**config.mk**
```make
export PLATFORM = sky130hd
export DESIGN_NAME = alu_share_arbiter_flat
export DESIGN_NICKNAME = d
export VERILOG_FILES = /design/src/rtl/alu_share_arbiter_if.sv /design/src/rtl/alu_share_arbiter.sv /design/src/flat_wrapper.sv
export SDC_FILE = /design/constraint.sdc
export NUM_CORES = 1
export LEC_CHECK = 0
export CAP_MARGIN = 20
export CORE_ASPECT_RATIO = 1.5
export CORE_MARGIN = 2
export CORE_UTILIZATION = 41
export DETAILED_ROUTE_END_ITERATION = 10
export MAX_ROUTING_LAYER = met4
export PLACE_DENSITY = 0.86
export SETUP_SLACK_MARGIN = 0.2
export SLEW_MARGIN = 20
export SYNTH_ARGS = -nofsm -noshare
export SYNTH_HDL_FRONTEND = slang
export SYNTH_SLANG_ARGS = --single-unit
```
**constraint.sdc**
```tcl
create_clock -name clk -period 2.9 [get_ports clk]
set_input_delay 0.29 -clock clk [delete_from_list [all_inputs] [get_ports clk]]
set_output_delay 0.29 -clock clk [all_outputs]
set_load 0.05 [all_outputs]
```
**src/rtl/alu_share_arbiter_if.sv**
```systemverilog
// Bundles the two requester channels, the shared-ALU channel and the tagged
// response channel of alu_share_arbiter.
interface alu_share_arbiter_if #(
  parameter int DATA_W = 32,
  parameter int CTRL_W = 5
);
  logic              r0_valid;
  logic              r0_ready;
  logic [DATA_W-1:0] r0_a;
  logic [DATA_W-1:0] r0_b;
  logic [CTRL_W-1:0] r0_ctrl;
  logic              r1_valid;
  logic              r1_ready;
  logic [DATA_W-1:0] r1_a;
  logic [DATA_W-1:0] r1_b;
  logic [CTRL_W-1:0] r1_ctrl;
  logic [DATA_W-1:0] alu_a;
  logic [DATA_W-1:0] alu_b;
  logic [CTRL_W-1:0] alu_ctrl;
  logic [DATA_W-1:0] alu_result;
  logic              alu_zero;
  logic              resp_valid;
  logic              resp_ready;
  logic              resp_id;
  logic [DATA_W-1:0] resp_result;
  logic              resp_zero;

  modport slave (
    input  r0_valid, r0_a, r0_b, r0_ctrl,
    input  r1_valid, r1_a, r1_b, r1_ctrl,
    input  alu_result, alu_zero, resp_ready,
    output r0_ready, r1_ready, alu_a, alu_b, alu_ctrl,
    output resp_valid, resp_id, resp_result, resp_zero
  );

  modport master (
    output r0_valid, r0_a, r0_b, r0_ctrl,
    output r1_valid, r1_a, r1_b, r1_ctrl,
    output alu_result, alu_zero, resp_ready,
    input  r0_ready, r1_ready, alu_a, alu_b, alu_ctrl,
    input  resp_valid, resp_id, resp_result, resp_zero
  );
endinterface

```
**src/rtl/alu_share_arbiter.sv**
```systemverilog
// Shares one combinational ALU between two requesters (IDLE->EXEC->RESP).
// Optional feature: define ALU_ARB_RR_EN for round-robin tie breaking.
module alu_share_arbiter #(
  parameter int DATA_W = 32,
  parameter int CTRL_W = 5
) (
  input  logic              clk,
  input  logic              rst,
  alu_share_arbiter_if.slave bus
);

  typedef enum logic [1:0] {
    IDLE = 2'd0,
    EXEC = 2'd1,
    RESP = 2'd2
  } state_t;

  state_t            state_r;
  state_t            state_next_s;
  logic              gnt_valid_s;
  logic              gnt_id_s;
  logic [DATA_W-1:0] a_r;
  logic [DATA_W-1:0] b_r;
  logic [CTRL_W-1:0] ctrl_r;
  logic              id_r;
  logic              resp_valid_r;
  logic [DATA_W-1:0] resp_result_r;
  logic              resp_zero_r;
`ifdef ALU_ARB_RR_EN
  logic              last_grant_r;
`endif

  // Arbitration: only in IDLE and never while reset is asserted
  always_comb begin
    gnt_valid_s = 1'b0;
    gnt_id_s    = 1'b0;
    if (!rst && (state_r == IDLE)) begin
      if (bus.r0_valid && bus.r1_valid) begin
        gnt_valid_s = 1'b1;
`ifdef ALU_ARB_RR_EN
        gnt_id_s    = ~last_grant_r;
`else
        gnt_id_s    = 1'b0;
`endif
      end else if (bus.r0_valid) begin
        gnt_valid_s = 1'b1;
        gnt_id_s    = 1'b0;
      end else if (bus.r1_valid) begin
        gnt_valid_s = 1'b1;
        gnt_id_s    = 1'b1;
      end else begin
        gnt_valid_s = 1'b0;
        gnt_id_s    = 1'b0;
      end
    end else begin
      gnt_valid_s = 1'b0;
      gnt_id_s    = 1'b0;
    end
  end

  assign bus.r0_ready = gnt_valid_s & ~gnt_id_s;
  assign bus.r1_ready = gnt_valid_s &  gnt_id_s;

  // Next-state logic
  always_comb begin
    state_next_s = state_r;
    case (state_r)
      IDLE: begin
        if (gnt_valid_s) begin
          state_next_s = EXEC;
        end else begin
          state_next_s = IDLE;
        end
      end
      EXEC: state_next_s = RESP;
      RESP: begin
        if (bus.resp_ready) begin
          state_next_s = IDLE;
        end else begin
          state_next_s = RESP;
        end
      end
      default: state_next_s = IDLE;
    endcase
  end

  // State register
  always_ff @(posedge clk) begin
    if (rst) begin
      state_r <= IDLE;
    end else begin
      state_r <= state_next_s;
    end
  end

  // Operand capture, result capture and response hold
  always_ff @(posedge clk) begin
    if (rst) begin
      a_r           <= {DATA_W{1'b0}};
      b_r           <= {DATA_W{1'b0}};
      ctrl_r        <= {CTRL_W{1'b0}};
      id_r          <= 1'b0;
      resp_valid_r  <= 1'b0;
      resp_result_r <= {DATA_W{1'b0}};
      resp_zero_r   <= 1'b0;
`ifdef ALU_ARB_RR_EN
      last_grant_r  <= 1'b1;
`endif
    end else begin
      case (state_r)
        IDLE: begin
          if (gnt_valid_s) begin
            a_r    <= gnt_id_s ? bus.r1_a    : bus.r0_a;
            b_r    <= gnt_id_s ? bus.r1_b    : bus.r0_b;
            ctrl_r <= gnt_id_s ? bus.r1_ctrl : bus.r0_ctrl;
            id_r   <= gnt_id_s;
`ifdef ALU_ARB_RR_EN
            last_grant_r <= gnt_id_s;
`endif
          end
        end
        EXEC: begin
          resp_result_r <= bus.alu_result;
          resp_zero_r   <= bus.alu_zero;
          resp_valid_r  <= 1'b1;
        end
        RESP: begin
          if (bus.resp_ready) begin
            resp_valid_r <= 1'b0;
          end
        end
        default: resp_valid_r <= 1'b0;
      endcase
    end
  end

  // The ALU sees only registered operands, so it holds steady outside EXEC
  assign bus.alu_a       = a_r;
  assign bus.alu_b       = b_r;
  assign bus.alu_ctrl    = ctrl_r;
  assign bus.resp_valid  = resp_valid_r;
  assign bus.resp_id     = id_r;
  assign bus.resp_result = resp_result_r;
  assign bus.resp_zero   = resp_zero_r;

endmodule
```
**src/flat_wrapper.sv**
```systemverilog
// flat-port wrapper written by rule: the top's interface ports become plain ports
module alu_share_arbiter_flat 
#(
  parameter int DATA_W = 32,
  parameter int CTRL_W = 5
)
  (clk, rst, bus_r0_valid, bus_r0_a, bus_r0_b, bus_r0_ctrl, bus_r1_valid, bus_r1_a, bus_r1_b, bus_r1_ctrl, bus_alu_result, bus_alu_zero, bus_resp_ready, bus_r0_ready, bus_r1_ready, bus_alu_a, bus_alu_b, bus_alu_ctrl, bus_resp_valid, bus_resp_id, bus_resp_result, bus_resp_zero);
  alu_share_arbiter_if #(.DATA_W(DATA_W), .CTRL_W(CTRL_W)) bus_i ();
  input  logic clk;
  input  logic rst;
  input wire logic [$bits(bus_i.r0_valid)-1:0] bus_r0_valid;
  input wire logic [$bits(bus_i.r0_a)-1:0] bus_r0_a;
  input wire logic [$bits(bus_i.r0_b)-1:0] bus_r0_b;
  input wire logic [$bits(bus_i.r0_ctrl)-1:0] bus_r0_ctrl;
  input wire logic [$bits(bus_i.r1_valid)-1:0] bus_r1_valid;
  input wire logic [$bits(bus_i.r1_a)-1:0] bus_r1_a;
  input wire logic [$bits(bus_i.r1_b)-1:0] bus_r1_b;
  input wire logic [$bits(bus_i.r1_ctrl)-1:0] bus_r1_ctrl;
  input wire logic [$bits(bus_i.alu_result)-1:0] bus_alu_result;
  input wire logic [$bits(bus_i.alu_zero)-1:0] bus_alu_zero;
  input wire logic [$bits(bus_i.resp_ready)-1:0] bus_resp_ready;
  output wire logic [$bits(bus_i.r0_ready)-1:0] bus_r0_ready;
  output wire logic [$bits(bus_i.r1_ready)-1:0] bus_r1_ready;
  output wire logic [$bits(bus_i.alu_a)-1:0] bus_alu_a;
  output wire logic [$bits(bus_i.alu_b)-1:0] bus_alu_b;
  output wire logic [$bits(bus_i.alu_ctrl)-1:0] bus_alu_ctrl;
  output wire logic [$bits(bus_i.resp_valid)-1:0] bus_resp_valid;
  output wire logic [$bits(bus_i.resp_id)-1:0] bus_resp_id;
  output wire logic [$bits(bus_i.resp_result)-1:0] bus_resp_result;
  output wire logic [$bits(bus_i.resp_zero)-1:0] bus_resp_zero;
  assign bus_i.r0_valid = bus_r0_valid;
  assign bus_i.r0_a = bus_r0_a;
  assign bus_i.r0_b = bus_r0_b;
  assign bus_i.r0_ctrl = bus_r0_ctrl;
  assign bus_i.r1_valid = bus_r1_valid;
  assign bus_i.r1_a = bus_r1_a;
  assign bus_i.r1_b = bus_r1_b;
  assign bus_i.r1_ctrl = bus_r1_ctrl;
  assign bus_i.alu_result = bus_alu_result;
  assign bus_i.alu_zero = bus_alu_zero;
  assign bus_i.resp_ready = bus_resp_ready;
  assign bus_r0_ready = bus_i.r0_ready;
  assign bus_r1_ready = bus_i.r1_ready;
  assign bus_alu_a = bus_i.alu_a;
  assign bus_alu_b = bus_i.alu_b;
  assign bus_alu_ctrl = bus_i.alu_ctrl;
  assign bus_resp_valid = bus_i.resp_valid;
  assign bus_resp_id = bus_i.resp_id;
  assign bus_resp_result = bus_i.resp_result;
  assign bus_resp_zero = bus_i.resp_zero;
  alu_share_arbiter #(.DATA_W(DATA_W), .CTRL_W(CTRL_W)) u_core (.clk(clk), .rst(rst), .bus(bus_i));
endmodule
```
==> results.cfg <==
[detailed_routing]
via_count = 5400
via_per_inst = 5.35
drc = 0
drt_first_iter_violations = 219
totalWireLength_um = 17100
wire_per_inst_um = 16.9
antenna_left = 0
drt_pass1_iterations = 4

[logic_synthesis]
synth_nets = 790
syn_inst = 614
synth_top_family_by_area = compound AO/OA/AOI/OAI gates
synth_fa_ha_area_share_pct = 0
synthMuxAreaShare_pct = 0
ys_async_sr_fraction_pct = 0
synth_most_common_cell = nand2_1
synth.area.top_cells = dfxtp_1 43%, a21oi_1 10%, nand2_1 9.8%
yosysSeqAreaShare_pct = 43.4
ys.flop_type = dfxtp_1
yosysTopAreaCell = dfxtp_1
synth_edf_count = 0
ys_types = 24
synth_compound_area_share_pct = 28.6
ys_warn_count = 0
syn_area_um2 = 4890
ys_top_cells_by_count = 127 x nand2_1, 106 x dfxtp_1, 101 x a21oi_1, 66 x o21ai_0
synthSimpleGateAreaFrac_pct = 21.1
netlist.area_leader.share_pct = 43.4
synth_area_per_cell_um2 = 7.96
ys_ff_latch = 106
synth-xor-area-share_pct = 0

[floorplanning]
die_x_um = 93.1
core_region_area_um2 = 11600
rows = 48
die_area_um2 = 12800
io_pins = 282
die_h_um = 138
initial_utilization_pct = 42.2

[pwr]
p_seq_share_pct = 40.4
swShare_pct = 32.3
leakagePower_nw = 2.84
power_mw = 3.97
p_int_mw = 2.69
p_sw_mw = 1.28
clockPowerShare_pct = 29.9
peakVddDrop_mv = 0.417
combinationalPowerShare_pct = 29.7
p_per_area_nw_per_um2 = 498

[setup_path]
ff2ff_path_depth = 4
start_kind = flip-flop
reg2reg_slack_ns = 1.05
r2r_start = u_core.state_r[0]
worstPathMaxFanout = 75
required_ns = 3.09
rr_endpoint = u_core.bus.alu_a[0]
cp_slowest_cell = or3_4
arrival_ns = 2.04
cp-end-kind = flip-flop
critical_path.max_stage_delay_ns = 0.68
worstPathCellList = or3_4 > buf_12 > o21ai_0 > a21oi_1
critPathKind = flip-flop to flip-flop

[cells_and_area]
diodes = 0
syn_to_final_growth_pct = 63.2
drive_gt1_share_pct = 4.42
design.final.nets = 1030

[global_routing]
met3_usage_pct = 5.63
overflow = 0
track_usage_pct = 26.5
grt_max_degree = 100
grt_pass1_vias = 5399
antenna_found_initial = 0
use_met2_pct = 47.9
grt_pass1_wl_um = 25900
busiest_layer = met2
grt_util_met1_pct = 27.4

[cts]
insertion_delay_ns = 0.35
htree_levels = 3
post_cts_resized = 0
clkSinkCount = 106
clock_path_buffers = 2
cts_root_buf = clkbuf_16
cts_setup_buffers = 0
ctsHoldBuffers = 0
clk_pin_slew_ns = 0.07
cts_buffers = 9
tritoncts = done

[timing]
finalWorstSetupSlack_ns = 1.05
hold_viol_final = 0
finalCriticalPeriod_ns = 1.85
post-route-period-util_pct = 63.8
slew_viol_final = 0
slew_headroom_pct = 33.1
rsz0062_at_grt = no
tightest_slew_ns = 1.00
clock.fmax_mhz = 540
fin_tns_setup_ns = 0
setup_viol = 0
skew_ns = 0.00656

[flow_run]
maxCapViolations = 0

[placement]
io_buffers = 281
place_ws_ns = 1.02
dp.final_hpwl_um = 12400
gp_congestion = 0.924

[min_path]
min_from = rst
min_path_cells = 2
hold-path-endpoint = u_core.bus.alu_b[3]
hp-class = input port to flip-flop

[run_status]
status = finished clean
## worst max path at each step
stage,start,end,slack [ns],cells past startpoint
CTS,u_core.bus.alu_a[0],bus_alu_a[0],1.05,1
global placement,bus_r0_valid,u_core.bus.alu_b[15],1.08,5
floorplan,bus_r0_valid,u_core.bus.alu_a[26],0.97,4
finish,u_core.state_r[0],u_core.bus.alu_a[0],1.05,4
detailed placement,bus_r0_valid,u_core.bus.alu_b[15],1.02,5
global route,u_core.state_r[1],u_core.bus.alu_b[10],0.92,4
## sequential cells by signal (all words and copies together), names as in the netlist
register / count
u_core.state_r: 2
u_core.bus.resp_id: 1
u_core.bus.resp_valid: 1
u_core.bus.alu_ctrl: 5
u_core.bus.resp_zero: 1
u_core.bus.resp_result: 32
u_core.bus.alu_a: 32
u_core.bus.alu_b: 32
## cells in the final DEF (no fill, tap or decap), types with 4 or more instances in the layout
| cell | Yosys | layout |
|---|---|---|
| a21o_1 | 61 | 61 |
| a21oi_1 | 101 | 101 |
| a32oi_1 | 5 | 5 |
| buf_12 | 1 | 4 |
| buf_4 | 0 | 12 |
| clkbuf_16 | 0 | 9 |
| clkdlybuf4s50_1 | 0 | 276 |
| dfxtp_1 | 106 | 106 |
| nand2_1 | 127 | 127 |
| nand3b_1 | 61 | 61 |
| nor2_1 | 5 | 5 |
| o21ai_0 | 66 | 66 |
## metrics by stage
step                cell area [µm²]  util (%)  hold WS, ns  std cells
global route                   7980      68.8        0.175       1009
floorplan                      4890         -        0.426        614
finish                         7980      68.8        0.177       1009
CTS                            7980      68.8        0.166       1009
global placement               7690      66.3        0.442        993
detailed placement             7690      66.3        0.449        993
## critical path: cells and delay by family, from the launching register on
| kind | cells | cell delay (ns) |
|---|---|---|
| flip-flops | 1 | 0.37 |
| AO/OA/AOI/OAI | 2 | 0.30 |
| buffers and inverters | 1 | 0.29 |
| AND/OR/NAND/NOR | 1 | 0.68 |
## power by group through the flow
stage	clock network [mW]	logic, mW	registers, mW
5_1_grt	1.26	1.25	1.61
4_1_cts	1.21	1.18	1.60
3_5_place_dp	0	1.18	1.64
6_report	1.19	1.18	1.60
3_3_place_gp	0	1.16	1.63
2_1_floorplan	0	0.353	1.96
## layer usage
metal  wire, µm  share of wire [%]
met1       6210                 36
met2       9060                 53
met3       1170                6.9
met4        625                3.7
met5          0                  0
## cell families after synthesis
| group | Yosys count |
|---|---|
| flip-flops | 106 |
| AND/OR/NAND/NOR | 204 |
| AO/OA/AOI/OAI | 240 |
| buffers and inverters | 64 |
## layout make-up
type	instances	area, µm²
Clock inverter	5	36.3
Tap cell	150	188
Fill cell	886	3620
Clock buffer	11	253
Timing Repair Buffer	293	2940
Sequential cell	106	2120
Multi-Input combinational cell	444	2440
Note: power is estimated with default switching activity, not from simulation.
==> variant: new RTL, config.mk and constraints unchanged <==
The option `ALU_ARB_RR_EN` is turned on by a define.
--- a/src/rtl/alu_share_arbiter.sv
+++ b/src/rtl/alu_share_arbiter.sv
@@ -1,5 +1,7 @@
 // Shares one combinational ALU between two requesters (IDLE->EXEC->RESP).
 // Optional feature: define ALU_ARB_RR_EN for round-robin tie breaking.
+`define ALU_ARB_RR_EN
+
 module alu_share_arbiter #(
   parameter int DATA_W = 32,
   parameter int CTRL_W = 5
Check against the original RTL: not equivalent (a bounded check fails within 4 cycles, from zero or initial values and one cycle with rst high).
==> variant against the unedited design <==
- synthesized area down 15%
- total power up 11%
- clock skew about the same
- non-clock buffer count down 1
- die area down 14%
- wire length shrank 12%
- count of clock-buffer cells in the layout did not move
- worst setup slack worse by 0.45 ns
- clock power rose by 14%
- final area is 7.0% lower
- sequential cell count increased by 1
- critical path type is now register to output port
==> variant: results (changes against the unedited design) <==
Critical path
  • R2R depth: 5 (+1)
  • Critical Path Sink: bus_r1_ready
  • Critical path type: register to output port
  • CP arrival: 2.01 ns (-0.03 ns)
  • R2r setup slk: 0.93 ns (-0.12 ns)
  • CP max FO: 32 (-57%)
  • R2R Path End: u_core.bus.alu_a[28]$_SDFFE_PP0P_

Synthesis
  • Register area share after synthesis: 51.3% (+7.9 points)
  • Synth Area in Adders: 0% (unchanged)
  • Complex-gate fraction of the synthesized area: 21.4% (-7.2 points)
  • Most instantiated cells after synthesis: 107 x dfxtp_1, 68 x inv_1, 68 x nor3_1
  • Library cells used by synthesis: 22 (-8.3%)
  • Avg Cell Area, Syn: 8.73 µm² (+9.7%)
  • Mux contribution to synthesized area: 0.479% (+0.48 points)
  • Warnings, synthesis: 0 (unchanged)
  • Synth top area cells: dfxtp_1 51%, a221o_1 16%, nor3_1 8.2%
  • Async SR Flop Fraction: 0% (unchanged)
  • Syn_nets: 654 (-17%)

Place
  • Gp weighted congestion: 0.861 (-6.9%)
  • Dpl hpwl: 11000 µm (-11%)
  • Dpl ws: 0.657 ns (-0.364 ns)
  • Number of port buffers: 281 (unchanged)
  • Placed inst area: 7080 µm² (-7.8%)

Global route
  • Initial antenna violation count: 0 (unchanged)
  • Largest net degree at the start of global routing: 69 (-31%)
  • All-Layer GR Usage: 27.7% (+1.2 points)
  • Global-route wire length before repair: 23300 µm (-10%)
  • Vias in the first global route: 4669 (-14%)

Drt
  • Iter 0 DRT Violations: 297 (+36%)
  • Drt total wl: 15100 µm (-12%)
  • DR vias: 4635 (-14%)

CTS
  • Hold buffers post-CTS: 0 (unchanged)
  • CTS buffer count: 9 (unchanged)
  • Root Driver: clkbuf_16
  • Resize count post-CTS: 0 (unchanged)

Finish
  • Share of layout cells above drive strength 1: 4.70% (+0.28 points)
  • Final net count: 915 (-11%)

Power and ir drop
  • Pleak: 0.00300 µW (+5.6%)
  • Internal power: 2990 µW (+11%)
  • Max VDD drop: 0.000289 V (-31%)

Status
  • Status: completed

STA
  • Top achievable clock speed: 0.434 GHz (-20%)
  • Setup Skew: 0.00619 ns (-0.000368 ns)
  • Slew Viols, Final: 0 (unchanged)
  • Worst-Margin Slew: 0.581 ns (-0.422 ns)

Hold path
  • Worst Hold Class: register to register
[variant: worst min path at each step]
stage,from,end
2_1_floorplan,bus_alu_result[4],u_core.bus.resp_result[4]$_SDFFE_PP0P_
3_3_place_gp,u_core.bus.resp_result[6]$_SDFFE_PP0P_,u_core.bus.resp_result[6]$_SDFFE_PP0P_
3_5_place_dp,u_core.bus.resp_id$_SDFFE_PP0P_,u_core.bus.resp_id$_SDFFE_PP0P_
4_1_cts,u_core.bus.resp_result[4]$_SDFFE_PP0P_,u_core.bus.resp_result[4]$_SDFFE_PP0P_
5_1_grt,u_core.bus.resp_result[18]$_SDFFE_PP0P_,u_core.bus.resp_result[18]$_SDFFE_PP0P_
6_report,u_core.bus.resp_result[1]$_SDFFE_PP0P_,u_core.bus.resp_result[1]$_SDFFE_PP0P_
[variant: cell families after synthesis]
| kind of cell | count (synthesis) |
|---|---|
| AO/OA/AOI/OAI | 109 |
| flip-flops | 107 |
| multiplexers | 2 |
| AND/OR/NAND/NOR | 150 |
| buffers and inverters | 110 |
[variant: metrics by stage]
stage / cells / util (%) / hold WS (ns)
after detailed placement: 845 / 70.7 / 0.444
final: 861 / 74.0 / 0.458
after CTS: 861 / 74.0 / 0.458
after floorplan: 478 / - / 0.426
after global placement: 845 / 70.7 / 0.441
after global routing: 861 / 74.0 / 0.478
[variant: critical path: stages (launching register included)]
cell and delay [ns]:
dfxtp_1 0.35, or3_2 0.55, buf_4 0.26, nor2_1 0.31, buf_12 0.18
[variant: cell type report]
type                       count  area (µm²)
multi-input combinational    261        1610
sequential                   107        2140
timing repair buffer         292        2930
tap                          117         146
clock inverter                 5        82.6
clock buffer                  11         253
fill                         698        2600
inverter                      68         255
[variant: routing by layer]
layer  GRT usage, %  vias to the layer above  share of wire, %  routed length [µm]
li1               -                     2180                 -                   -
met1           29.5                     2170                36                5460
met2           48.7                      238                52                7920
met3           5.36                       47               7.2                1090
met4           13.1                        0               4.1                 614
met5              -                        -                 0                   0
[variant: power by group through the flow]
stage | Sequential [µW] | Combinational [µW] | Clock (µW)
finish | 1690 | 1370 | 1360
global placement | 1720 | 1340 | 0
floorplan | 2180 | 302 | 0
CTS | 1690 | 1380 | 1370
global route | 1710 | 1440 | 1420
detailed placement | 1720 | 1370 | 0
